[src/rtl/btb_wrbuf_pkg.sv]
// Occupancy classification for the BTB write buffer; derived purely from count.
package btb_wrbuf_pkg;
  typedef enum logic [1:0] {
    OCC_EMPTY   = 2'd0,
    OCC_PARTIAL = 2'd1,
    OCC_FULL    = 2'd2
  } occ_e;

  function automatic occ_e occ_of(input int unsigned count, input int unsigned entries);
    if (count == 0)            return OCC_EMPTY;
    else if (count == entries) return OCC_FULL;
    else                       return OCC_PARTIAL;
  endfunction
endpackage

[src/rtl/config_pkg.sv]
// Configuration shared by the BTB and its write buffer: datapath width and the
// {class, target} record stored per table entry.
package config_pkg;
  localparam int XLEN = 32;

  typedef struct packed {
    logic [3:0]      iclass;
    logic [XLEN-1:0] target;
  } btb_upd_t;
endpackage

[src/rtl/btb_wrbuf_if.sv]
// Pipeline-side bundle of the BTB write buffer: M-stage update, table write port
// and F-stage forwarding lookup. The slave modport is the buffer's view.
interface btb_wrbuf_if
  import config_pkg::*;
#(
  parameter int Depth = 10
);
  logic             StallW;
  logic             FlushW;
  logic             UpdValidM;
  logic [Depth-1:0] UpdIdxM;
  logic [3:0]       UpdClassM;
  logic [XLEN-1:0]  UpdTargetM;
  logic             BufFullM;
  logic             WrValid;
  logic [Depth-1:0] WrIdx;
  btb_upd_t         WrData;
  logic             WrReady;
  logic [Depth-1:0] LookupIdxF;
  logic             LookupHit;
  btb_upd_t         LookupData;

  modport slave (
    input  StallW, FlushW, UpdValidM, UpdIdxM, UpdClassM, UpdTargetM,
    input  WrReady, LookupIdxF,
    output BufFullM, WrValid, WrIdx, WrData, LookupHit, LookupData
  );

  modport master (
    output StallW, FlushW, UpdValidM, UpdIdxM, UpdClassM, UpdTargetM,
    output WrReady, LookupIdxF,
    input  BufFullM, WrValid, WrIdx, WrData, LookupHit, LookupData
  );
endinterface

[src/rtl/btb_wrbuf_cam.sv]
// Index match across all buffer slots with youngest-entry priority; the youngest
// is the match furthest from head in queue order.
module btb_wrbuf_cam #(
  parameter  int Depth   = 10,
  parameter  int Entries = 4,
  localparam int PW      = $clog2(Entries)
) (
  input  logic [Entries-1:0]            valid_i,
  input  logic [Entries-1:0][Depth-1:0] idx_i,
  input  logic [Depth-1:0]              key_i,
  input  logic [PW-1:0]                 head_i,
  output logic                          hit_o,
  output logic [PW-1:0]                 sel_o
);
  logic [Entries-1:0] match;
  logic [PW-1:0]      pos;

  generate
    for (genvar gi = 0; gi < Entries; gi++) begin : g_match
      assign match[gi] = valid_i[gi] && (idx_i[gi] == key_i);
    end
  endgenerate

  always_comb begin
    hit_o = |match;
    sel_o = '0;
    pos   = '0;
    // Walk oldest to youngest so the last match seen wins.
    for (int off = 0; off < Entries; off++) begin
      pos = head_i + PW'(off);
      if (match[pos]) sel_o = pos;
    end
  end
endmodule

[src/rtl/btb_wrbuf.sv]
// Coalescing FIFO between BTB mispredict updates and the single table write port,
// with combinational forwarding of buffered entries to the fetch-stage lookup.
module btb_wrbuf
  import config_pkg::*;
  import btb_wrbuf_pkg::*;
#(
  parameter int Depth   = 10,
  parameter int Entries = 4
) (
  input  logic       clk,
  input  logic       reset,
  btb_wrbuf_if.slave bus
);
  localparam int PW = $clog2(Entries);
  localparam int CW = PW + 1;

  logic [Entries-1:0]            valid_q, valid_d;
  logic [Entries-1:0][Depth-1:0] idx_q, idx_d;
  btb_upd_t [Entries-1:0]        data_q, data_d;
  logic [PW-1:0]                 head_q, head_d, tail_q, tail_d;
  logic [CW-1:0]                 count_q, count_d;

  occ_e               occ;
  logic               wr_valid, deq, buf_full, enq, append;
  logic [Entries-1:0] leave_mask;
  logic               coal_hit, lk_hit;
  logic [PW-1:0]      coal_sel, lk_sel;
  btb_upd_t           upd;

  assign occ        = occ_of(32'(count_q), 32'(Entries));
  assign wr_valid   = (occ != OCC_EMPTY);
  assign deq        = wr_valid & bus.WrReady;
  assign buf_full   = (occ == OCC_FULL) & ~deq;
  assign enq        = bus.UpdValidM & ~bus.StallW & ~bus.FlushW & ~buf_full;
  assign upd        = '{iclass: bus.UpdClassM, target: bus.UpdTargetM};
  // The departing head cannot absorb a coalesce; the update must re-append.
  assign leave_mask = deq ? (Entries'(1) << head_q) : '0;
  assign append     = enq & ~coal_hit;

  btb_wrbuf_cam #(.Depth(Depth), .Entries(Entries)) u_cam_coal (
    .valid_i (valid_q & ~leave_mask),
    .idx_i   (idx_q),
    .key_i   (bus.UpdIdxM),
    .head_i  (head_q),
    .hit_o   (coal_hit),
    .sel_o   (coal_sel)
  );

  btb_wrbuf_cam #(.Depth(Depth), .Entries(Entries)) u_cam_lookup (
    .valid_i (valid_q),
    .idx_i   (idx_q),
    .key_i   (bus.LookupIdxF),
    .head_i  (head_q),
    .hit_o   (lk_hit),
    .sel_o   (lk_sel)
  );

  always_comb begin
    valid_d = valid_q;
    idx_d   = idx_q;
    data_d  = data_q;
    head_d  = head_q;
    tail_d  = tail_q;
    count_d = count_q;
    if (deq) begin
      valid_d[head_q] = 1'b0;
      head_d          = head_q + PW'(1);
    end
    if (enq && coal_hit) begin
      data_d[coal_sel] = upd;
    end
    // Applied after the dequeue so a full-buffer append into the freed slot wins.
    if (append) begin
      valid_d[tail_q] = 1'b1;
      idx_d[tail_q]   = bus.UpdIdxM;
      data_d[tail_q]  = upd;
      tail_d          = tail_q + PW'(1);
    end
    case ({append, deq})
      2'b10:   count_d = count_q + CW'(1);
      2'b01:   count_d = count_q - CW'(1);
      default: count_d = count_q;
    endcase
  end

  always_ff @(posedge clk or negedge reset) begin
    if (!reset) begin
      valid_q <= '0;
      idx_q   <= '0;
      data_q  <= '0;
      head_q  <= '0;
      tail_q  <= '0;
      count_q <= '0;
    end else begin
      valid_q <= valid_d;
      idx_q   <= idx_d;
      data_q  <= data_d;
      head_q  <= head_d;
      tail_q  <= tail_d;
      count_q <= count_d;
    end
  end

  assign bus.BufFullM   = buf_full;
  assign bus.WrValid    = wr_valid;
  assign bus.WrIdx      = wr_valid ? idx_q[head_q] : '0;
  assign bus.WrData     = wr_valid ? data_q[head_q] : '0;
  assign bus.LookupHit  = lk_hit;
  assign bus.LookupData = lk_hit ? data_q[lk_sel] : '0;
endmodule

[src/flat_wrapper.sv]
// flat-port wrapper written by rule: the top's interface ports become plain ports
module btb_wrbuf_flat import config_pkg::*; import btb_wrbuf_pkg::*;
#(
  parameter int Depth   = 10,
  parameter int Entries = 4
)
  (clk, reset, bus_StallW, bus_FlushW, bus_UpdValidM, bus_UpdIdxM, bus_UpdClassM, bus_UpdTargetM, bus_WrReady, bus_LookupIdxF, bus_BufFullM, bus_WrValid, bus_WrIdx, bus_WrData, bus_LookupHit, bus_LookupData);
  btb_wrbuf_if #(.Depth(Depth)) bus_i ();
  input  logic clk;
  input  logic reset;
  input wire logic [$bits(bus_i.StallW)-1:0] bus_StallW;
  input wire logic [$bits(bus_i.FlushW)-1:0] bus_FlushW;
  input wire logic [$bits(bus_i.UpdValidM)-1:0] bus_UpdValidM;
  input wire logic [$bits(bus_i.UpdIdxM)-1:0] bus_UpdIdxM;
  input wire logic [$bits(bus_i.UpdClassM)-1:0] bus_UpdClassM;
  input wire logic [$bits(bus_i.UpdTargetM)-1:0] bus_UpdTargetM;
  input wire logic [$bits(bus_i.WrReady)-1:0] bus_WrReady;
  input wire logic [$bits(bus_i.LookupIdxF)-1:0] bus_LookupIdxF;
  output wire logic [$bits(bus_i.BufFullM)-1:0] bus_BufFullM;
  output wire logic [$bits(bus_i.WrValid)-1:0] bus_WrValid;
  output wire logic [$bits(bus_i.WrIdx)-1:0] bus_WrIdx;
  output wire logic [$bits(bus_i.WrData)-1:0] bus_WrData;
  output wire logic [$bits(bus_i.LookupHit)-1:0] bus_LookupHit;
  output wire logic [$bits(bus_i.LookupData)-1:0] bus_LookupData;
  assign bus_i.StallW = bus_StallW;
  assign bus_i.FlushW = bus_FlushW;
  assign bus_i.UpdValidM = bus_UpdValidM;
  assign bus_i.UpdIdxM = bus_UpdIdxM;
  assign bus_i.UpdClassM = bus_UpdClassM;
  assign bus_i.UpdTargetM = bus_UpdTargetM;
  assign bus_i.WrReady = bus_WrReady;
  assign bus_i.LookupIdxF = bus_LookupIdxF;
  assign bus_BufFullM = bus_i.BufFullM;
  assign bus_WrValid = bus_i.WrValid;
  assign bus_WrIdx = bus_i.WrIdx;
  assign bus_WrData = bus_i.WrData;
  assign bus_LookupHit = bus_i.LookupHit;
  assign bus_LookupData = bus_i.LookupData;
  btb_wrbuf #(.Depth(Depth), .Entries(Entries)) u_core (.clk(clk), .reset(reset), .bus(bus_i));
endmodule
[config.mk]
export PLATFORM = sky130hd
export DESIGN_NAME = btb_wrbuf_flat
export DESIGN_NICKNAME = d
export VERILOG_FILES = /design/src/rtl/btb_wrbuf_pkg.sv /design/src/rtl/config_pkg.sv /design/src/rtl/btb_wrbuf_if.sv /design/src/rtl/btb_wrbuf_cam.sv /design/src/rtl/btb_wrbuf.sv /design/src/flat_wrapper.sv
export SDC_FILE = /design/constraint.sdc
export NUM_CORES = 1
export LEC_CHECK = 0
export CORE_MARGIN = 2
export CORE_UTILIZATION = 57
export DETAILED_ROUTE_END_ITERATION = 6
export PLACE_DENSITY_LB_ADDON = 0.08
export SKIP_LAST_GASP = 1
export SYNTH_ARGS = -nofsm -noshare
export SYNTH_HDL_FRONTEND = slang
export SYNTH_SLANG_ARGS = --single-unit
export TNS_END_PERCENT = 20
[constraint.sdc]
create_clock -name clk -period 5.91 [get_ports clk]
set_clock_uncertainty 0.15 [all_clocks]
set_input_delay 1.4775 -clock clk [delete_from_list [all_inputs] [get_ports clk]]
set_output_delay 1.4775 -clock clk [all_outputs]
set_load 0.01 [all_outputs]
==> tab_implementation.tex, run 1 <==
\begin{tabular}{lr}
\hline
Metric & Value \\
\hline
\multicolumn{2}{l}{\textbf{Status}} \\
\quad Violations in the final reports & negative setup slack \\
\quad Status & finished with violations \\
\multicolumn{2}{l}{\textbf{Clock network}} \\
\quad Maximum level of the CTS H-tree & 4 \\
\quad CTS sink count & 195 \\
\quad Post-cts hold buffer count & 0 \\
\quad Maximum number of buffers from clock root to sink & 2 \\
\quad Clock Latency Late Sink & 0.44 ns \\
\quad Reg clk slew, reported paths & 0.08 ns \\
\quad CTS buffer count & 17 \\
\quad CTS tree & built \\
\quad Clock root buffer master & sky130\_fd\_sc\_hd\_\_clkbuf\_16 \\
\multicolumn{2}{l}{\textbf{Floorplanning}} \\
\quad Initial core utilization & 58.40\% \\
\quad Placement row count & 53 \\
\quad Full die area & 22,800 µm² \\
\quad Chip height & 151.0 µm \\
\quad \# IOs & 147 \\
\quad Core area & 21,090 µm² \\
\quad Die Wd & 151.0 µm \\
\multicolumn{2}{l}{\textbf{Global routing}} \\
\quad Leftover overflow at the end of global routing & 0 \\
\quad Number of antenna violations at the first check in global routing & 1 \\
\quad First-pass GRT wire length & 52.35 mm \\
\quad Maximum number of pins on one net before global-route repair & around 100 \\
\quad Via count of the first global-routing pass & 9,487 \\
\quad Total global routing track utilization & 30.11\% \\
\multicolumn{2}{l}{\textbf{Finish}} \\
\quad Storage cell area & roughly 4900 µm² \\
\quad Area taken by multi-input logic gates & 7186 µm² \\
\quad Final Cell Area & approximately 15,000 µm² \\
\quad Area growth syn-to-layout & 24.93\% \\
\quad Net count, final & 1,254 \\
\quad Ratio of cells with drive above 1 in the final layout & 33.56\% \\
\quad Commonest non-fill, non-tap cells in the layout & sky130\_fd\_sc\_hd\_\_dfrtp\_1 (193), sky130\_fd\_sc\_hd\_\_clkdlybuf4s50\_1 (120), sky130\_fd\_sc\_hd\_\_mux2\_2 (114) \\
\quad Number of inserted filler cells in the final layout & 1,498 \\
\quad Commonest non-fill, non-tap cell in the layout & sky130\_fd\_sc\_hd\_\_dfrtp\_1 \\
\multicolumn{2}{l}{\textbf{STA}} \\
\quad Pins Over Slew Limit & 0 \\
\quad RSZ-0062 raised after global routing & yes \\
\quad Final Hold Violating Endpoints & 0 \\
\quad Worst-case headroom to the max-slew limit & 36.22\% \\
\quad Final critical-path setup slack & -0.2277 ns \\
\quad Worst Max-Slew Pin Slew & around 0.96 ns \\
\quad Final min period & 6.138 ns \\
\quad Total of endpoints with negative setup slack in the final report & 23 \\
\quad Fmax & 162.9 MHz \\
\quad Final cycle utilization of the critical path & 103.9\% \\
\quad Setup TNS & -2.917 ns \\
\multicolumn{2}{l}{\textbf{Worst setup path}} \\
\quad Worst reg2reg path depth & 9 \\
\quad Maximum fanout count along the critical path & 28 \\
\quad Startpoint of the most critical setup path & bus\_LookupIdxF[9] \\
\quad Required time of the critical path & 4.28 ns \\
\quad Kind of end point of the critical path & output pin \\
\quad Startpoint class of the critical path & input pin \\
\quad Setup slack, reg-to-reg & 1.85 ns \\
\quad Endpoint of the worst register-to-register path & u\_core.data\_q[21] \\
\quad Signal arrival time at the worst endpoint & 4.51 ns \\
\quad Crit path kind & in -> out \\
\quad Worst flop-to-flop path startpoint & u\_core.count\_q[1] \\
\quad Capture point of the worst path & bus\_LookupData[21] \\
\multicolumn{2}{l}{\textbf{Synth}} \\
\quad Largest area contributor in the netlist & sky130\_fd\_sc\_hd\_\_dfrtp\_1 \\
\quad Fraction of synthesized cell area taken by the top area cell type & 39.62\% \\
\quad Post-synthesis cell type count & 66 \\
\quad Async set-or-reset flop fraction in the synthesized netlist & 100.0\% \\
\quad Syn. warnings & 0 \\
\quad Register area share after synthesis & 39.62\% \\
\quad Number of enable flip-flop cells after synthesis & 0 \\
\quad Post-Syn Instances & 1,029 \\
\quad Post-synth net total & around 1,100 \\
\quad Number of flip-flops and latches in the synthesized netlist & about 200 \\
\quad Mapped Avg Cell Area & 11.97 µm² \\
\quad Ys flop type & sky130\_fd\_sc\_hd\_\_dfrtp\_1 \\
\quad Cell area after technology mapping & 12,320 µm² \\
\quad Cells taking the most area after synthesis & sky130\_fd\_sc\_hd\_\_dfrtp\_1 (40\%), sky130\_fd\_sc\_hd\_\_mux2\_2 (10\%), sky130\_fd\_sc\_hd\_\_mux4\_2 (8.4\%) \\
\multicolumn{2}{l}{\textbf{Detailed routing}} \\
\quad Vias per cell & slightly above 6 \\
\quad Number of optimization iterations in the first detailed-route pass & 5 \\
\quad Drt wl/cell & 22.42 µm \\
\quad Number of routed nets with antenna violations & 0 \\
\quad Routed wire length & 32.99 mm \\
\quad Vias post-DR & 9,146 \\
\quad Number of DRC markers in iteration 0 & 494 \\
\quad Number of DRC violations after detailed routing & 0 \\
\multicolumn{2}{l}{\textbf{Power and ir drop}} \\
\quad Worst IR drop on VDD & 0.2740 mV \\
\quad Leakage dissipation & between 6 and 7 nW \\
\quad Fraction of power consumed by combinational cells & 51.7\% \\
\quad Clock power frac & 15.0\% \\
\quad Net switching fraction of the power & 36.07\% \\
\quad Total internal power & roughly 5.1 mW \\
\quad Relative contribution of sequential cells to total power & 33.3\% \\
\quad Net switching power figure & 2.900 mW \\
\quad Pwr Density & 522.5 nW/µm² \\
\multicolumn{2}{l}{\textbf{Placement}} \\
\quad Gp weighted congestion & 0.9776 \\
\quad Port buffer count & about 150 \\
\quad Detailed placement HPWL & 21.60 mm \\
\quad Post-detailed-placement cell area & 14,450 µm² \\
\multicolumn{2}{l}{\textbf{Min path}} \\
\quad Worst min-delay path category & reg -> reg \\
\multicolumn{2}{l}{\textbf{Flow run}} \\
\quad Max-Cap Viols & 0 \\
\hline
\end{tabular}
## Yosys cell counts, drive strengths merged (25+ instances only)
cell type,n
and3,42
buf,44
clkbuf,53
dfrtp,195
mux2,184
mux2i,25
mux4,46
nand3,28
nand4,34
nor2b,63
o21ai,26
xnor2,63
## critical path, cell delays in order
cell and delay (ns):
sky130_fd_sc_hd__clkdlybuf4s15_2 0.26, sky130_fd_sc_hd__xnor2_2 0.22, sky130_fd_sc_hd__nand4_1 0.26, sky130_fd_sc_hd__nor3_2 0.21
sky130_fd_sc_hd__buf_4 0.14, sky130_fd_sc_hd__o21ai_1 0.07, sky130_fd_sc_hd__and2_1 0.20, sky130_fd_sc_hd__o32a_2 0.44
sky130_fd_sc_hd__buf_12 0.19, sky130_fd_sc_hd__or3b_1 0.37, sky130_fd_sc_hd__nand3_1 0.11, sky130_fd_sc_hd__clkdlybuf4s50_1 0.54
## registers in the layout, summed over array words and instances, names as in the netlist
| register | flops |
|---|---|
| u_core.count_q | 3 |
| u_core.data_q | 144 |
| u_core.head_q | 2 |
| u_core.idx_q | 40 |
| u_core.tail_q | 2 |
| u_core.valid_q | 4 |
## worst min path at each step
stage                                   from  cells after the start            endpoint  slack [ns]
final                      u_core.data_q[85]                      1   u_core.data_q[85]        0.36
after global routing       u_core.data_q[82]                      1   u_core.data_q[82]        0.39
after CTS                  u_core.data_q[85]                      1   u_core.data_q[85]        0.36
after detailed placement   u_core.data_q[85]                      1   u_core.data_q[85]        0.34
after global placement     u_core.data_q[84]                      1   u_core.data_q[84]        0.33
after floorplan           u_core.data_q[101]                      1  u_core.data_q[101]        0.32
## cells by family after synthesis
group | Yosys count | synth area share [%]
DFF | 195 | 39.62
AOI/OAI and AO/OA | 85 | 5.070
buffers and inverters | 107 | 4.318
and+or+nand+nor | 292 | 14.77
muxes | 255 | 29.10
xor gates and xnor gates | 85 | 6.045
adders and majority gates | 10 | 1.077
## through the flow
stage / cells / hold slack, ns / worst slack (ns) / power [mW] / util (%)
floorplan: 1029 / 0.3158 / 0.4973 / 4.981 / -
global placement: 1433 / 0.3290 / -0.6054 / 6.555 / 68.50
detailed placement: 1433 / 0.3416 / -0.6099 / 6.655 / 68.50
CTS: 1470 / 0.3603 / -0.2042 / 8.011 / 72.43
global route: 1471 / 0.3869 / -0.3587 / 8.498 / 72.96
finish: 1471 / 0.3563 / -0.2277 / 8.039 / 72.96
## what timing repair did
item / 4_1_cts / 5_1_grt
gates resized for setup: 44 / 37
setup endpoints to repair: 36 / 36
gates cloned: 2 / 0
pin swaps: 10 / 7
setup buffers: 3 / 0
## cell type report
type	count	share of cell area (%)
sequential	195	31.75
multi-input combinational	727	46.70
antenna	1	0.01626
inverter	10	0.2440
clock buffer	17	2.765
timing repair buffer	231	15.03
tap	275	2.236
clock inverter	15	1.260
## layer usage
layer,up-vias,global-route usage (%),routed length [µm]
li1,4098,-,-
met1,4680,40.91,14540
met2,315,48.45,15830
met3,53,5.783,1816
met4,0,10.98,803
met5,-,0,0
## power groups by stage
| stage | Clock [mW] | Combinational, mW | Sequential (mW) |
|---|---|---|---|
| after global routing | 1.28 | 4.45 | 2.76 |
| final | 1.21 | 4.16 | 2.68 |
| after global placement | 0 | 3.94 | 2.61 |
| after floorplan | 0 | 2.58 | 2.41 |
| after CTS | 1.23 | 4.14 | 2.64 |
| after detailed placement | 0 | 4.01 | 2.64 |
(Power assumes the default switching activity.)
==> inputs of run 2 (changes only) <==
--- a/config.mk
+++ b/config.mk
@@ -5,8 +5,10 @@
 export SDC_FILE = /design/constraint.sdc
 export NUM_CORES = 1
 export LEC_CHECK = 0
+export CELL_PAD_IN_SITES_DETAIL_PLACEMENT = 1
+export CELL_PAD_IN_SITES_GLOBAL_PLACEMENT = 1
 export CORE_MARGIN = 2
-export CORE_UTILIZATION = 57
+export CORE_UTILIZATION = 46
 export DETAILED_ROUTE_END_ITERATION = 6
 export PLACE_DENSITY_LB_ADDON = 0.08
 export SKIP_LAST_GASP = 1
==> run 2 against run 1 <==
Against the previous run:
- the flow now finishes without violations
- global-route usage shrank 2.2 points
- count of clock-buffer cells in the layout grew 2
- die area grew 23%
- clock power shrank 4%
- utilization shrank 13 points
- cell area grew 2.0%
- total power grew 1.3%
- register-to-register slack lost 0.28 ns
- sequential power is essentially flat
- non-clock buffer count grew 20
- cell count grew 5.4%
- worst hold slack gained 0.0011 ns
- critical endpoint is now bus_LookupData[10]
- largest cell class unchanged
- highest routed layer unchanged
==> tab_implementation.tex, run 2 (same netlist as run 1, synthesis figures left out) <==
\begin{tabular}{lr}
\hline
Metric & Value \\
\hline
\multicolumn{2}{l}{\textbf{Status}} \\
\quad Status & finished clean \\
\multicolumn{2}{l}{\textbf{STA}} \\
\quad RSZ-0062 raised after global routing & yes \\
\quad Final Hold Violating Endpoints & 0 \\
\quad Worst Max-Slew Pin Slew & roughly 0.9 ns \\
\quad Fmax & approximately 170 MHz \\
\quad Final critical-path setup slack & 0.07360 ns \\
\quad Total of endpoints with negative setup slack in the final report & 0 \\
\quad Final min period & 5.836 ns \\
\quad Hold WS & $\sim$0.36 ns \\
\quad Pins Over Slew Limit & 0 \\
\quad Final cycle utilization of the critical path & 98.75\% \\
\quad Worst-case headroom to the max-slew limit & 39.47\% \\
\quad Setup TNS & 0 ns \\
\multicolumn{2}{l}{\textbf{Power and ir drop}} \\
\quad Leakage dissipation & 6.887 nW \\
\quad Total power draw & 8.142 mW \\
\quad Worst IR drop on VDD & 0.2882 mV \\
\quad Pwr Density & 518.6 nW/µm² \\
\multicolumn{2}{l}{\textbf{Worst setup path}} \\
\quad Worst reg2reg path depth & 12 \\
\quad Capture point of the worst path & bus\_LookupData[10] \\
\quad Startpoint of the most critical setup path & bus\_LookupIdxF[5] \\
\quad Endpoint of the worst register-to-register path & u\_core.data\_q[1] \\
\quad Required time of the critical path & 4.28 ns \\
\quad Worst flop-to-flop path startpoint & u\_core.head\_q[1] \\
\quad Kind of end point of the critical path & output pin \\
\quad Most frequent cell on the critical path & sky130\_fd\_sc\_hd\_\_buf\_4 \\
\quad Maximum fanout count along the critical path & 16 \\
\quad Cell at the slowest stage of the critical path & sky130\_fd\_sc\_hd\_\_or3\_4 \\
\quad Largest stage delay on the critical path & 0.40 ns \\
\quad Setup slack, reg-to-reg & 1.57 ns \\
\quad Crit path kind & in -> out \\
\quad Startpoint class of the critical path & input pin \\
\quad Signal arrival time at the worst endpoint & 4.21 ns \\
\quad Critical Path, Cell by Cell & clkdlybuf4s15\_2 > xnor2\_1 > buf\_4 > nand3\_1 > or3\_4 > buf\_4 > a211oi\_4 > o32a\_4 > buf\_8 > buf\_4 > mux2i\_1 > nand3\_1 > dlygate4sd2\_1 \\
\multicolumn{2}{l}{\textbf{Floorplanning}} \\
\quad Placement row count & 59 \\
\quad Core area & about 26,000 µm² \\
\quad Die Wd & approximately 170 µm \\
\quad Initial core utilization & 46.99\% \\
\quad \# IOs & 147 \\
\quad Chip height & 167.6 µm \\
\quad Full die area & between 20,000 and 30,000 µm² \\
\multicolumn{2}{l}{\textbf{Finish}} \\
\quad Number of inserted filler cells in the final layout & 2,593 \\
\quad Largest registers & u\_core.data\_q: 144 flops, u\_core.idx\_q: 40 flops, u\_core.valid\_q: 4 flops \\
\quad Area taken by multi-input logic gates & 7353 µm² \\
\quad Area growth syn-to-layout & 27.48\% \\
\quad Number of flip-flops in the largest register & 144 \\
\quad Commonest non-fill, non-tap cells in the layout & sky130\_fd\_sc\_hd\_\_dfrtp\_1 (193), sky130\_fd\_sc\_hd\_\_mux2\_2 (114), sky130\_fd\_sc\_hd\_\_clkdlybuf4s50\_1 (99) \\
\quad Storage cell area & 4885 µm² \\
\quad Commonest non-fill, non-tap cell in the layout & sky130\_fd\_sc\_hd\_\_dfrtp\_1 \\
\quad Ratio of cells with drive above 1 in the final layout & 37.86\% \\
\quad Net count, final & approximately 1,300 \\
\quad Register bank with the most flops & u\_core.data\_q \\
\quad Ant. Diodes & 0 \\
\multicolumn{2}{l}{\textbf{Detailed routing}} \\
\quad Vias post-DR & 9,354 \\
\quad Number of DRC markers in iteration 0 & 479 \\
\quad Number of DRC violations after detailed routing & 0 \\
\quad Drt wl/cell & about 25 µm \\
\quad Number of optimization iterations in the first detailed-route pass & 5 \\
\quad Routed wire length & between 30 and 40 mm \\
\quad Number of routed nets with antenna violations & 0 \\
\quad Vias per cell & 6.035 \\
\multicolumn{2}{l}{\textbf{Min path}} \\
\quad Worst min-delay path category & reg -> reg \\
\multicolumn{2}{l}{\textbf{Clock network}} \\
\quad CTS sink count & between 150 and 200 \\
\quad Maximum number of buffers from clock root to sink & 2 \\
\quad Clock root buffer master & sky130\_fd\_sc\_hd\_\_clkbuf\_16 \\
\quad Reg clk slew, reported paths & 0.08 ns \\
\quad CTS buffer count & 17 \\
\quad Clock Latency Late Sink & 0.45 ns \\
\quad CTS tree & built \\
\quad Maximum level of the CTS H-tree & 4 \\
\multicolumn{2}{l}{\textbf{Global routing}} \\
\quad Number of antenna violations at the first check in global routing & 0 \\
\quad Leftover overflow at the end of global routing & 0 \\
\quad First-pass GRT wire length & 60.20 mm \\
\quad Maximum number of pins on one net before global-route repair & 132 \\
\quad Total global routing track utilization & roughly 28\% \\
\quad Via count of the first global-routing pass & 10,120 \\
\multicolumn{2}{l}{\textbf{Placement}} \\
\quad Pre-CTS setup slack & -0.6098 ns \\
\quad Gp weighted congestion & approximately 0.9 \\
\quad Port buffer count & 146 \\
\quad Detailed placement HPWL & 24.36 mm \\
\multicolumn{2}{l}{\textbf{Flow run}} \\
\quad Max-Cap Viols & 0 \\
\hline
\end{tabular}
[run 2: cell types whose count changed in the layout (fill, tap and decap cells not counted), sizes merged, moves of 2 or more]
cell / change
bufbuf: -2
dlygate4sd2: +5
clkdlybuf4s50: -21
clkdlybuf4s15: +7
clkbuf: +11
buf: +29
dlymetal6s2s: -7
clkinv: -4
inv: +3
[run 2: power by group]
group	total (mW)	switching (mW)	internal, mW
Clock	1.16	0.599	0.566
Sequential	2.68	0.693	1.99
Combinational	4.29	1.77	2.52
Total	8.14	3.07	5.08
[run 2: layer usage]
metal,vias to the layer above,wire [µm],global-route usage (%)
li1,4128,-,-
met1,4929,16900,36.74
met2,243,19390,47.30
met3,54,1649,4.822
met4,0,757,8.355
met5,-,0,0
[run 2: critical path: cells and delay by family]
| kind | cells | cell delay (ns) |
|---|---|---|
| muxes | 1 | 0.17 |
| AOI/OAI and AO/OA | 2 | 0.54 |
| buffers and inverters | 6 | 1.18 |
| xor gates and xnor gates | 1 | 0.23 |
| and+or+nand+nor | 3 | 0.58 |
[run 2: final cells by class]
class	count	area share, %
multi-input combinational	727	46.84
timing repair buffer	251	15.52
inverter	10	0.2391
clock buffer	19	2.757
clock inverter	13	0.8607
tap	335	2.670
sequential	195	31.11
[run 2: per-stage QoR]
step	instance area, µm²	utilization, %	std cells
after floorplan	12320	-	1029
after global placement	14580	55.63	1499
after detailed placement	14580	55.63	1499
after CTS	15530	59.27	1545
after global routing	15700	59.91	1550
final	15700	59.91	1550
[run 2: worst min path at each step]
stage | from | endpoint | slack [ns] | depth (start not counted)
after floorplan | u_core.data_q[101] | u_core.data_q[101] | 0.32 | 1
after global placement | u_core.data_q[84] | u_core.data_q[84] | 0.33 | 1
after detailed placement | u_core.data_q[84] | u_core.data_q[84] | 0.34 | 1
after CTS | u_core.data_q[84] | u_core.data_q[84] | 0.36 | 1
after global routing | u_core.data_q[84] | u_core.data_q[84] | 0.39 | 1
final | u_core.data_q[84] | u_core.data_q[84] | 0.36 | 1
[run 2: what timing repair did]
action | 4_1_cts | 5_1_grt
endpoints found under the setup margin | 37 | 36
pin swaps | 11 | 17
gates cloned | 3 | 1
setup buffers | 11 | 4
resized for setup | 123 | 74
hold buffers | 0 | 0
